**config.mk**
```make
export PLATFORM = sky130hd
export DESIGN_NAME = data_plane_tx_arbiter
export DESIGN_NICKNAME = d
export VERILOG_FILES = /design/src/rtl/data_plane_pkg.sv /design/src/rtl/rr_priority_picker.sv /design/src/rtl/data_plane_tx_arbiter.sv
export SDC_FILE = /design/constraint.sdc
export NUM_CORES = 1
export LEC_CHECK = 0
export BUFFER_PORTS_ARGS = -buffer_cell sky130_fd_sc_hd__buf_4
export CAP_MARGIN = 20
export CORE_MARGIN = 1.5
export CORE_UTILIZATION = 45
export CTS_CLUSTER_SIZE = 40
export DETAILED_ROUTE_END_ITERATION = 8
export GPL_TIMING_DRIVEN = 0
export PLACE_DENSITY = 0.8
export SLEW_MARGIN = 15
export SYNTH_ARGS = -nofsm -noshare
export SYNTH_HDL_FRONTEND = slang
export SYNTH_SLANG_ARGS = --single-unit
```
**constraint.sdc**
```tcl
create_clock -name clk -period 5.2 [get_ports clk]
set_input_delay 1.04 -clock clk [delete_from_list [all_inputs] [get_ports clk]]
set_output_delay 1.04 -clock clk [all_outputs]
set_load 0.01 [all_outputs]
```
**src/rtl/data_plane_pkg.sv**
```systemverilog
// data_plane_pkg: shared word width, arbiter state encoding and req_data slice helper
package data_plane_pkg;
    localparam int DP_WORD_W = 16;
    typedef enum logic [1:0] {IDLE, GRANT, DRAIN} arb_state_t;
    function automatic int dp_slice_lo(input int i);
        return i * DP_WORD_W;
    endfunction
endpackage

```
**src/rtl/rr_priority_picker.sv**
```systemverilog
// rr_priority_picker: combinational round-robin search starting just above last, wrapping
module rr_priority_picker #(
    parameter int N  = 4,
    parameter int IW = $clog2(N)
) (
    input  logic [N-1:0]  req,
    input  logic [IW-1:0] last,
    output logic [N-1:0]  winner,
    output logic [IW-1:0] index,
    output logic          any_valid
);
    logic          found;
    logic [IW-1:0] j;
    always_comb begin
        index = '0;
        found = 1'b0;
        j     = '0;
        for (int k = 1; k <= N; k++) begin
            j = IW'((int'(last) + k) % N);
            if (!found && req[j]) begin
                found = 1'b1;
                index = j;
            end
        end
    end
    assign any_valid = |req;
    assign winner    = any_valid ? N'(1) << index : '0;
endmodule

```
**src/rtl/data_plane_tx_arbiter.sv**
```systemverilog
// data_plane_tx_arbiter: round-robin owner of the data-plane TX path with bounded bursts
// and a drain phase that waits for the downstream sent flag (or a timeout).
module data_plane_tx_arbiter
    import data_plane_pkg::*;
#(
    parameter int N_REQ         = 4,
    parameter int MAX_BURST     = 8,
    parameter int DRAIN_TIMEOUT = 64,
    parameter int IW            = $clog2(N_REQ)
) (
    input  logic                         clk,
    input  logic                         rst,
    input  logic [N_REQ-1:0]             req,
    input  logic [DP_WORD_W*N_REQ-1:0]   req_data,
    output logic [N_REQ-1:0]             gnt,
    output logic                         gpp_tx_signal,
    output logic [DP_WORD_W-1:0]         gpp_tx_data,
    input  logic                         data_tx_flag_out,
    output logic [IW-1:0]                owner_id,
    output logic                         busy,
    output logic                         timeout_err
);
    localparam int CW = $clog2(MAX_BURST + 1);
    localparam int TW = $clog2(DRAIN_TIMEOUT + 1);

    arb_state_t           state;
    logic [IW-1:0]        last_owner;
    logic [CW-1:0]        count;
    logic [TW-1:0]        tmo;
    logic [N_REQ-1:0]     pick_onehot;
    logic [IW-1:0]        pick_idx;
    logic                 any_req;
    logic [DP_WORD_W-1:0] words [N_REQ];

    for (genvar i = 0; i < N_REQ; i++) begin : g_slice
        assign words[i] = req_data[dp_slice_lo(i) +: DP_WORD_W];
    end

    rr_priority_picker #(.N(N_REQ), .IW(IW)) u_pick (
        .req       (req),
        .last      (last_owner),
        .winner    (pick_onehot),
        .index     (pick_idx),
        .any_valid (any_req)
    );

    logic owner_req;
    assign owner_req = req[owner_id];
    assign busy      = state != IDLE;

    always_ff @(posedge clk or negedge rst) begin
        if (!rst) begin
            state         <= IDLE;
            gnt           <= '0;
            gpp_tx_signal <= 1'b0;
            gpp_tx_data   <= '0;
            owner_id      <= '0;
            timeout_err   <= 1'b0;
            last_owner    <= IW'(N_REQ - 1);
            count         <= '0;
            tmo           <= '0;
        end else begin
            timeout_err   <= 1'b0;
            gpp_tx_signal <= 1'b0;
            case (state)
                IDLE: if (any_req) begin
                    gnt      <= pick_onehot;
                    owner_id <= pick_idx;
                    count    <= '0;
                    state    <= GRANT;
                end
                GRANT: begin
                    if (owner_req) begin
                        gpp_tx_signal <= 1'b1;
                        gpp_tx_data   <= words[owner_id];
                        count         <= count + 1'b1;
                    end
                    // a dropped request or the last allowed word closes the burst
                    if (!owner_req || count == CW'(MAX_BURST - 1)) begin
                        gnt   <= '0;
                        tmo   <= '0;
                        state <= DRAIN;
                    end
                end
                DRAIN: begin
                    tmo <= tmo + 1'b1;
                    if (data_tx_flag_out) begin
                        last_owner <= owner_id;
                        state      <= IDLE;
                    end else if (tmo == TW'(DRAIN_TIMEOUT - 1)) begin
                        timeout_err <= 1'b1;
                        last_owner  <= owner_id;
                        state       <= IDLE;
                    end
                end
                default: state <= IDLE;
            endcase
        end
    end
endmodule
```
==> flow_metrics.env, run 1 <==
export IMPL_worst_path_buf_inv=1
export IMPL_crit_type="in -> reg"
export IMPL_pwr_density_cell_nw_per_um2=497
export IMPL_critical_path_slowest_cell="or4_1"
export IMPL_clock_tree_from_tritoncts="built"
export IMPL_port_buffer_count=95
export IMPL_highest_layer="met4"
export IMPL_p_leak_uw=0.00151
export IMPL_area_of_the_multi_input_gates_sq_um=1090
export IMPL_cts_hold_buffers_added=0
export IMPL_synthXorXnorAreaFrac=0
export IMPL_synth_top_area_share=0.434
export IMPL_critical_path_cell_chain="buf_4, or4_1, nand2_1, mux2_2"
export IMPL_floorplan_die_width_um=71.9
export IMPL_critical_path_startpoint_type="input pin"
export IMPL_detail_route_wirelength_met1_mm=2.02
export IMPL_clock_path_buffers=2
export IMPL_routed_wirelength_mm=5.19
export IMPL_timing_worst_slew_pin_value_ns=0.641
export IMPL_timing_fmax_ghz=0.447
export IMPL_die_area_sq_um=5160
export IMPL_number_of_remaining_drc_errors=7
export IMPL_finalMaxSlewViolations=0
export IMPL_grtUsageTotal=0.216
export IMPL_num_vias=1907
export IMPL_rows=24
export IMPL_first_global_vias=2020
export IMPL_netlist_top_cells_area="dfrtp_1 (43%), mux4_2 (18%), nand2_1 (11%), dfstp_2 (2.5%), mux2i_1 (2.3%)"
export IMPL_fp_coreArea_sq_um=4440
export IMPL_gp_congestion=0.744
export IMPL_yosysTopAreaCell="dfrtp_1"
export IMPL_clkTransAtPathRegs_ns=0.07
export IMPL_synthSimpleGateAreaFrac=0.198
export IMPL_synth_async_sr_flop_share=1.00
export IMPL_critical_path_top_delay_family="simple AND/OR/NAND/NOR gates"
export IMPL_final_period_minus_worst_setup_slack_ns=2.24
export IMPL_final_nets=372
export IMPL_synthTopCellsByCount="nand2_1 (62), dfrtp_1 (37), mux4_2 (17)"
export IMPL_final_period_utilization=0.430
export IMPL_slew_headroom=0.573
export IMPL_drtPass1Iterations=8
export IMPL_routed_length_per_placed_instance_um=14.8
export IMPL_worst_voltage_drop_across_the_vdd_grid_mv=0.256
export IMPL_start_util=0.480
export IMPL_synthMostInstantiatedCell="nand2_1"
export IMPL_rsz_0062_raised_after_global_routing="false"
export IMPL_outcome="finished, violations left"
export IMPL_post_route_util=0.676
export IMPL_maximum_number_of_pins_on_one_net_before_global_route_repair=40
export IMPL_muxShareOfSynthArea=0.219
export IMPL_via_to_cell_ratio=5.42
export IMPL_ant_nets=0
export IMPL_setup_slack_of_the_worst_register_to_register_path_ns=3.38
export IMPL_clkSinkCount=39
export IMPL_number_of_antenna_violations_at_the_first_check_in_global_routing=0
export IMPL_antenna_diode_count=0
export IMPL_post_cts_repair_setup_buffers=0
export IMPL_synthCells=197
export IMPL_crit_fanout=9
export IMPL_area_growth_synth_to_final_pct=40.8
export IMPL_postSynthRegisterBits=39
export IMPL_amount_of_wire_on_met2_after_detailed_routing_mm=2.71
export IMPL_register_area_sq_um=978
export IMPL_htreeDepth=2
export IMPL_overflow=0
export IMPL_timing_max_cap_violations=0
export IMPL_largest_family_of_logic_cells_by_synthesized_area="multiplexers"
export IMPL_worst_endpoint_arrival_ns=2.40
export IMPL_synth_nets=270
export IMPL_slowest_delay_ns=0.57
export IMPL_fp_dieH_um=71.9
export IMPL_syn_avg_cell_area_sq_um=10.8
export IMPL_met3_length_um=377
export IMPL_postSynth_topFlopCell="dfrtp_1"
export IMPL_cts_buffers_inserted=5
export IMPL_root_buffer="clkbuf_8"
export IMPL_ys_seq_area_frac=0.459
export IMPL_post_route_skew_ns=0.00811
export IMPL_violations_in_the_final_reports="DRC"
export IMPL_detail_route_iter0_violations=167
export IMPL_drive_above_1_share=0.450
export IMPL_clock_insertion_delay_worst_skew_ns=0.28
export IMPL_boundaryPins=96
export IMPL_yosys_area_share_adder=0.0117
export IMPL_synth_enable_flop_cells=0
export IMPL_place_hpwl_mm=4.03
export IMPL_netlist_area_sq_um=2130
export IMPL_fillerInstances=366
export IMPL_hold_class="reg -> reg"
export IMPL_fin_tns_setup_ns=0
export IMPL_endpoint_kind="flip-flop"
export IMPL_grt_first_pass_wirelength_mm=8.65
export IMPL_synth_cell_types=40
export IMPL_finalHoldViolCount=0
export IMPL_cts_resized_gates=0
export IMPL_yosysWarnings=0
export IMPL_setup_violations=0
export IMPL_timing_critical_path_required_ns=5.37
export IMPL_synth_compound_area_share=0.0845
[flip-flops by register name (all words and copies together) (netlist names)]
signal and flops:
gnt 4, count 4, gpp_tx_signal 1, timeout_err 1
tmo 7, owner_id 2, state 2, gpp_tx_data 16
last_owner 2
[final cells by class]
type,count,share of cell area
Timing Repair Buffer,95,0.238
Multi-Input combinational cell,148,0.365
Inverter,2,0.00250
Tap cell,52,0.0217
Clock inverter,1,0.00167
Clock buffer,7,0.0288
Sequential cell,39,0.326
Buffer,8,0.0175
[per-stage QoR]
stage	power, uW	worst slack, ns	hold slack (ns)	instances	area (sq um)
final	1490	2.96	0.469	352	3000
after global routing	1610	2.94	0.492	352	3000
after CTS	1510	2.97	0.477	352	3000
after detailed placement	1290	2.68	0.463	344	2910
after global placement	1270	2.70	0.454	344	2910
after floorplan	1000	2.93	0.436	197	2130
[where the power goes]
| group | internal, uW | switching, uW | total, uW |
|---|---|---|---|
| Combinational | 399 | 384 | 783 |
| Sequential | 422 | 78.1 | 500 |
| Clock | 107 | 101 | 209 |
| Total | 928 | 563 | 1490 |
[cell usage in the layout, fill, tap and decap left out, types with 5 or more instances in the layout]
cell type / netlist / layout
o21ai_0: 7 / 7
nand3_1: 6 / 6
mux4_2: 17 / 17
nand2_1: 62 / 62
dfrtp_1: 37 / 37
buf_4: 1 / 96
nand2b_1: 5 / 5
clkbuf_8: 0 / 6
mux2i_1: 5 / 5
[logic make-up after synthesis]
family | count (synthesis)
multiplexers | 25
adder cells (fa/ha/maj) | 2
buffers and inverters | 10
AO/OA/AOI/OAI | 27
flip-flops | 39
AND/OR/NAND/NOR | 94
[worst paths after layout]
kind,to,depth (start not counted),from
setup / recovery,owner_id[0],4,req[1]
hold / removal,count[3],1,count[3]
setup reg to reg,count[2],7,owner_id[1]
hold reg to reg,count[3],1,count[3]
max in group asynchronous,last_owner[0],1,rst
min in group asynchronous,timeout_err,1,rst
[layer usage]
layer,track usage,vias up
li1,-,909
met1,0.246,919
met2,0.399,71
met3,0.0563,8
met4,0.0587,0
met5,0,-
[worst register-to-register path: cells and delay by family (launching register included)]
kind / cells / cell delay, ns
buf+inv: 3 / 0.37
mux: 2 / 0.76
flops: 1 / 0.38
simple gates: 2 / 0.24
(Power assumes the default switching activity.)
==> run 2, diff against run 1 <==
ABC_AREA = 1   (was unset)
CORE_UTILIZATION = 44   (was 45)
PLACE_DENSITY = 0.79   (was 0.8)
clock period = 1.99 ns   (was 5.2 ns; I/O delays follow)
==> run 2 against run 1 <==
Net effect: the flow now finishes without violations; first-iteration DRC count is 23% lower; register-to-register slack worse by 3.0 ns; wire length is 30% higher; via count is 36% higher; worst hold slack worse by 0.41 ns; synthesized cell count is 70% higher; critical path depth is 8 higher; die area is 15% higher; final cell count is 44% higher; total power grew to 3.3 times the previous value; count of clock-buffer cells in the layout is 1 lower; final area is 11% higher; largest cell class unchanged.
==> flow_metrics.env, run 2 <==
export IMPL_setup_slack_ns=0.347
export IMPL_first_global_vias=2702
export IMPL_clkSinkCount=39
export IMPL_cts_hold_buffers_added=0
export IMPL_postSynth_topFlopCell="dfrtp_1"
export IMPL_number_of_remaining_drc_errors=0
export IMPL_maximum_number_of_pins_on_one_net_before_global_route_repair=40
export IMPL_layout_cells_most_common_list="buf_4 (97), nand2_1 (95), nor2_1 (45)"
export IMPL_overflow=0
export IMPL_rows=26
export IMPL_postSynthRegisterBits=39
export IMPL_port_buffer_count=95
export IMPL_critical_path_startpoint_type="flip-flop"
export IMPL_synth_cell_types=33
export IMPL_start_util=0.463
export IMPL_clkTransAtPathRegs_ns=0.08
export IMPL_post_route_skew_ns=0.00562
export IMPL_htreeDepth=2
export IMPL_clock_insertion_delay_worst_skew_ns=0.29
export IMPL_synth_top_area_share=0.384
export IMPL_netlist_top_cells_area="dfrtp_1 (38%), nand2_1 (15%), o21ai_0 (8.3%), nor2_1 (7.0%), o22ai_1 (4.4%)"
export IMPL_area_growth_synth_to_final_pct=38.1
export IMPL_slew_headroom=0.641
export IMPL_placed_area_sq_um=3210
export IMPL_finalMaxSlewViolations=0
export IMPL_timing_worst_slew_pin_value_ns=0.538
export IMPL_cts_buffers_inserted=5
export IMPL_synth_async_sr_flop_share=1.00
export IMPL_crit_fanout=8
export IMPL_reg_largest_list="gpp_tx_data x16, tmo x7"
export IMPL_ys_seq_area_frac=0.406
export IMPL_root_buffer="clkbuf_8"
export IMPL_synth_enable_flop_cells=0
export IMPL_final_period_utilization=0.826
export IMPL_num_vias=2603
export IMPL_rsz_0062_raised_after_global_routing="false"
export IMPL_rr_worst_depth=12
export IMPL_outcome="finished, final reports clean"
export IMPL_synth_nets=408
export IMPL_grt_first_pass_wirelength_mm=11.6
export IMPL_ant_nets=0
export IMPL_fp_coreArea_sq_um=5200
export IMPL_floorplan_die_width_um=77.0
export IMPL_synthTopCellsByCount="nand2_1 (95), nor2_1 (45), o21ai_0 (40)"
export IMPL_final_nets=510
export IMPL_netlist_area_sq_um=2410
export IMPL_die_area_sq_um=5940
export IMPL_post_cts_repair_setup_buffers=0
export IMPL_number_of_antenna_violations_at_the_first_check_in_global_routing=0
export IMPL_final_period_minus_worst_setup_slack_ns=1.64
export IMPL_endpoint_kind="flip-flop"
export IMPL_place_hpwl_mm=5.14
export IMPL_boundaryPins=96
export IMPL_worst_voltage_drop_across_the_vdd_grid_mv=0.599
export IMPL_antenna_diode_count=0
export IMPL_timing_critical_path_required_ns=2.18
export IMPL_crit_type="reg -> reg"
export IMPL_clock_path_buffers=2
export IMPL_synthCells=335
export IMPL_syn_avg_cell_area_sq_um=7.20
export IMPL_clock_tree_from_tritoncts="built"
export IMPL_grtUsageTotal=0.243
export IMPL_gp_congestion=0.885
export IMPL_fin_tns_setup_ns=0
export IMPL_finalHoldViolCount=0
export IMPL_yosysWarnings=0
export IMPL_routed_length_per_placed_instance_um=13.3
export IMPL_setup_violations=0
export IMPL_timing_max_cap_violations=0
export IMPL_p_leak_uw=0.00174
export IMPL_critical_r2r_launch="last_owner[1]"
export IMPL_pwr_density_cell_nw_per_um2=1490
export IMPL_setup_slack_of_the_worst_register_to_register_path_ns=0.35
export IMPL_worst_endpoint_arrival_ns=1.83
export IMPL_synthMostInstantiatedCell="nand2_1"
export IMPL_drtPass1Iterations=4
export IMPL_yosysTopAreaCell="dfrtp_1"
export IMPL_reg2reg_to="gnt[1]"
export IMPL_detail_route_iter0_violations=128
export IMPL_fp_dieH_um=77.0
export IMPL_finalInstanceArea_sq_um=3330
export IMPL_drive_above_1_share=0.326
export IMPL_timing_fmax_ghz=0.609
export IMPL_max_flop_register="gpp_tx_data"
export IMPL_preCtsSetupSlack_ns=0.361
export IMPL_largest_register_ff_count=16
export IMPL_hold_class="in -> async"
export IMPL_worstSetupStartpoint="last_owner[1]"
export IMPL_cts_resized_gates=0
export IMPL_routed_wirelength_mm=6.74
export IMPL_via_to_cell_ratio=5.12
export IMPL_mostFrequentLayoutCell="buf_4"
[run 2: cell type report]
cell class	instances	area, sq um
fill	468	1870
multi-input combinational	260	1260
sequential	39	978
timing repair buffer	95	713
buffer	14	91.3
tap	70	87.6
inverter	22	86.3
clock buffer	6	82.6
clock inverter	2	35.0
[run 2: how the worst max path moves through the flow]
stage | end | cells past startpoint
floorplan | gnt[1] | 12
global placement | owner_id[0] | 12
detailed placement | gnt[1] | 12
CTS | gnt[1] | 12
global route | gnt[1] | 12
finish | gnt[1] | 12
[run 2: routing by layer]
metal	wire, um	global-route usage	vias to the layer above
li1	-	-	1304
met1	2790	0.274	1206
met2	3350	0.436	78
met3	451	0.0714	15
met4	153	0.0818	0
met5	0	0	-
[run 2: cell families after synthesis]
logic type | after synthesis | synth area share
simple gates | 185 | 0.340
compound gates | 71 | 0.163
flops | 39 | 0.406
buf+inv | 36 | 0.0736
xor+xnor | 2 | 0.00726
fa+ha+maj | 2 | 0.0104
[run 2: metrics by stage]
step           hold slack (ns)  power, uW   util  std cells
5_1_grt                  0.100       5420  0.640        508
2_1_floorplan            0.102       3300      -        335
6_report                0.0595       4960  0.640        508
3_3_place_gp             0.393       4220  0.617        500
3_5_place_dp             0.395       4300  0.617        500
4_1_cts                 0.0784       4980  0.640        508
[run 2: where the power goes]
group          switching (uW)  internal (uW)  total, uW  leakage, uW
logic                    1810           1150       2970      0.00118
clock network             274            406        680    0.0000612
registers                 210           1110       1320     0.000499
[run 2: critical path: stages (launching register included)]
cell and delay [ns]:
dfstp_2 0.52, buf_4 0.15, inv_4 0.06, nand2_1 0.05, nand2_1 0.08, nand2_2 0.11
nand2_4 0.07, nor2_4 0.10, nand4_1 0.10, nand2_2 0.12, inv_1 0.05, nand3_1 0.07
nand2_1 0.06
==> run 3, diff against run 2 <==
ABC_AREA = 0   (was 1)
CORE_UTILIZATION = 45   (was 44)
PLACE_DENSITY = 0.8   (was 0.79)
clock period = 1.6 ns   (was 1.99 ns; I/O delays follow)
==> run 3 against run 2 <==
Net effect: the run now ends with DRC, hold timing, setup timing left; register-to-register slack lost 0.43 ns; core utilization grew 6.7 points; clock skew decreased by 0.0018 ns; sequential power rose by 25%; clock power is 7.6% higher; die area fell by 13%; worst hold slack got worse by 0.075 ns; flip-flop and latch count unchanged; final area shrank 5.7%; via count down 24%; critical path type unchanged; critical endpoint unchanged; highest routed layer unchanged.
==> flow_metrics.env, run 3 (same netlist as run 1, synthesis figures left out) <==
export IMPL_fin_tns_setup_ns=-0.569
export IMPL_fp_dieH_um=71.9
export IMPL_finalHoldViolCount=37
export IMPL_timing_critical_path_required_ns=1.79
export IMPL_pwr_density_cell_nw_per_um2=1670
export IMPL_hold_class="in -> async"
export IMPL_max_flop_register="gpp_tx_data"
export IMPL_number_of_remaining_drc_errors=4
export IMPL_critical_path_startpoint_type="flip-flop"
export IMPL_post_route_skew_ns=0.00387
export IMPL_largest_register_ff_count=16
export IMPL_setup_slack_ns=-0.0882
export IMPL_timing_worst_slew_pin_value_ns=0.495
export IMPL_register_area_sq_um=978
export IMPL_cts_buffers_inserted=5
export IMPL_outcome="finished, violations left"
export IMPL_slew_headroom=0.670
export IMPL_violations_in_the_final_reports="DRC, hold timing, setup timing"
export IMPL_area_growth_synth_to_final_pct=47.3
export IMPL_die_area_sq_um=5160
export IMPL_number_of_antenna_violations_at_the_first_check_in_global_routing=0
export IMPL_floorplan_die_width_um=71.9
export IMPL_final_period_minus_worst_setup_slack_ns=1.69
export IMPL_dp_cells=344
export IMPL_placed_area_sq_um=2910
export IMPL_via_to_cell_ratio=5.46
export IMPL_htreeDepth=2
export IMPL_place_hpwl_mm=4.20
export IMPL_clkSinkCount=39
export IMPL_finalMaxSlewViolations=0
export IMPL_mostFrequentLayoutCell="buf_4"
export IMPL_hold_slack_ns=-0.0150
export IMPL_clock_path_buffers=2
export IMPL_antenna_diode_count=0
export IMPL_num_vias=1972
export IMPL_final_period_utilization=1.06
export IMPL_routed_length_per_placed_instance_um=15.6
export IMPL_finalNonFillerCells=361
export IMPL_rsz_0062_raised_after_global_routing="true"
export IMPL_ant_nets=0
export IMPL_routed_wirelength_mm=5.64
export IMPL_cts_hold_buffers_added=0
export IMPL_finalInstanceArea_sq_um=3140
export IMPL_setup_violations=19
export IMPL_fp_coreArea_sq_um=4440
export IMPL_overflow=0
export IMPL_p_leak_uw=0.00157
export IMPL_start_util=0.480
export IMPL_rows=24
export IMPL_clock_insertion_delay_worst_skew_ns=0.30
export IMPL_critical_path_cell_chain="buf_6, mux4_2, a31o_1, a22o_1"
export IMPL_root_buffer="clkbuf_8"
export IMPL_endpoint_kind="flip-flop"
export IMPL_gp_congestion=0.860
export IMPL_grtUsageTotal=0.229
export IMPL_boundaryPins=96
export IMPL_final_nets=381
export IMPL_timing_max_cap_violations=0
export IMPL_slowest_delay_ns=0.59
export IMPL_worst_endpoint_arrival_ns=1.88
export IMPL_first_global_vias=1966
export IMPL_drtPass1Iterations=6
export IMPL_worst_voltage_drop_across_the_vdd_grid_mv=0.844
export IMPL_area_of_the_multi_input_gates_sq_um=1130
export IMPL_clock_tree_from_tritoncts="built"
export IMPL_critical_path_slowest_cell="mux4_2"
export IMPL_fillerInstances=334
export IMPL_detail_route_iter0_violations=78
export IMPL_grt_first_pass_wirelength_mm=9.15
export IMPL_reg_largest_list="gpp_tx_data x16, tmo x7"
export IMPL_port_buffer_count=95
export IMPL_crit_type="reg -> reg"
export IMPL_maximum_number_of_pins_on_one_net_before_global_route_repair=40
export IMPL_layout_cells_most_common_list="buf_4 (105), nand2_1 (60), dfrtp_1 (37)"
export IMPL_crit_fanout=5
export IMPL_timing_fmax_ghz=0.592
export IMPL_clkTransAtPathRegs_ns=0.07
export IMPL_drive_above_1_share=0.489
-- run 3: cell count changes in the layout (fill, tap and decap cells not counted), sizes merged, moves of 5 or more --
cell / previous run / this run
mux2i: 0 / 5
nand3: 18 / 6
nand2b: 0 / 5
o21ai: 46 / 8
mux4: 0 / 17
nand2: 113 / 64
inv: 20 / 2
nand4: 6 / 1
o22ai: 17 / 0
buf: 102 / 110
nor2: 46 / 4
-- run 3: layout make-up --
| cell class | count | area share |
|---|---|---|
| clock buffer | 8 | 0.0319 |
| sequential | 39 | 0.311 |
| buffer | 8 | 0.0243 |
| inverter | 2 | 0.00319 |
| tap | 52 | 0.0207 |
| timing repair buffer | 104 | 0.249 |
| multi-input combinational | 148 | 0.360 |
-- run 3: worst max-delay path: cells and delay by family (launching register included) --
kind | cells | cell delay [ns]
buf+inv | 1 | 0.12
mux | 1 | 0.59
compound gates | 2 | 0.50
flops | 1 | 0.37
-- run 3: per-layer routing --
| layer | GRT usage | share of wire |
|---|---|---|
| met1 | 0.285 | 0.41 |
| met2 | 0.388 | 0.51 |
| met3 | 0.0366 | 0.050 |
| met4 | 0.115 | 0.028 |
| met5 | 0 | 0 |
-- run 3: worst paths after layout --
kind                       slack (ns)        startpoint  cells past startpoint         endpoint
setup / recovery                -0.09       owner_id[1]                      4           gnt[1]
hold / removal                  -0.02               rst                      1  gpp_tx_data[13]
setup reg to reg                -0.09       owner_id[1]                      4           gnt[1]
hold reg to reg                  0.48          count[3]                      1         count[3]
max in group asynchronous        1.25               rst                      1    last_owner[0]
min in group clk                 0.19  data_tx_flag_out                      2      timeout_err
-- run 3: power by group --
| part | total, uW | switching, uW | internal [uW] |
|---|---|---|---|
| registers | 1650 | 274 | 1370 |
| clock network | 732 | 339 | 393 |
| logic | 2860 | 1370 | 1490 |
| total | 5240 | 1980 | 3260 |
-- run 3: timing repair --
action | 4_1_cts | 5_1_grt
resized for setup | 9 | 14
setup endpoints to repair | 32 | 32
buffers inserted | 3 | 5
gates cloned | 1 | 0
pin swaps | 5 | 7
-- run 3: per-stage QoR --
| stage | hold slack (ns) | power (uW) | setup WS, ns | utilization |
|---|---|---|---|---|
| 6_report | -0.0150 | 5240 | -0.0882 | 0.707 |
| 3_5_place_dp | 0.322 | 4260 | -0.214 | 0.655 |
| 5_1_grt | 0.0307 | 5580 | -0.127 | 0.707 |
| 4_1_cts | 0.00494 | 5110 | -0.0898 | 0.689 |
| 3_3_place_gp | 0.320 | 4160 | -0.180 | 0.655 |
| 2_1_floorplan | 0.0244 | 3270 | -0.0930 | - |
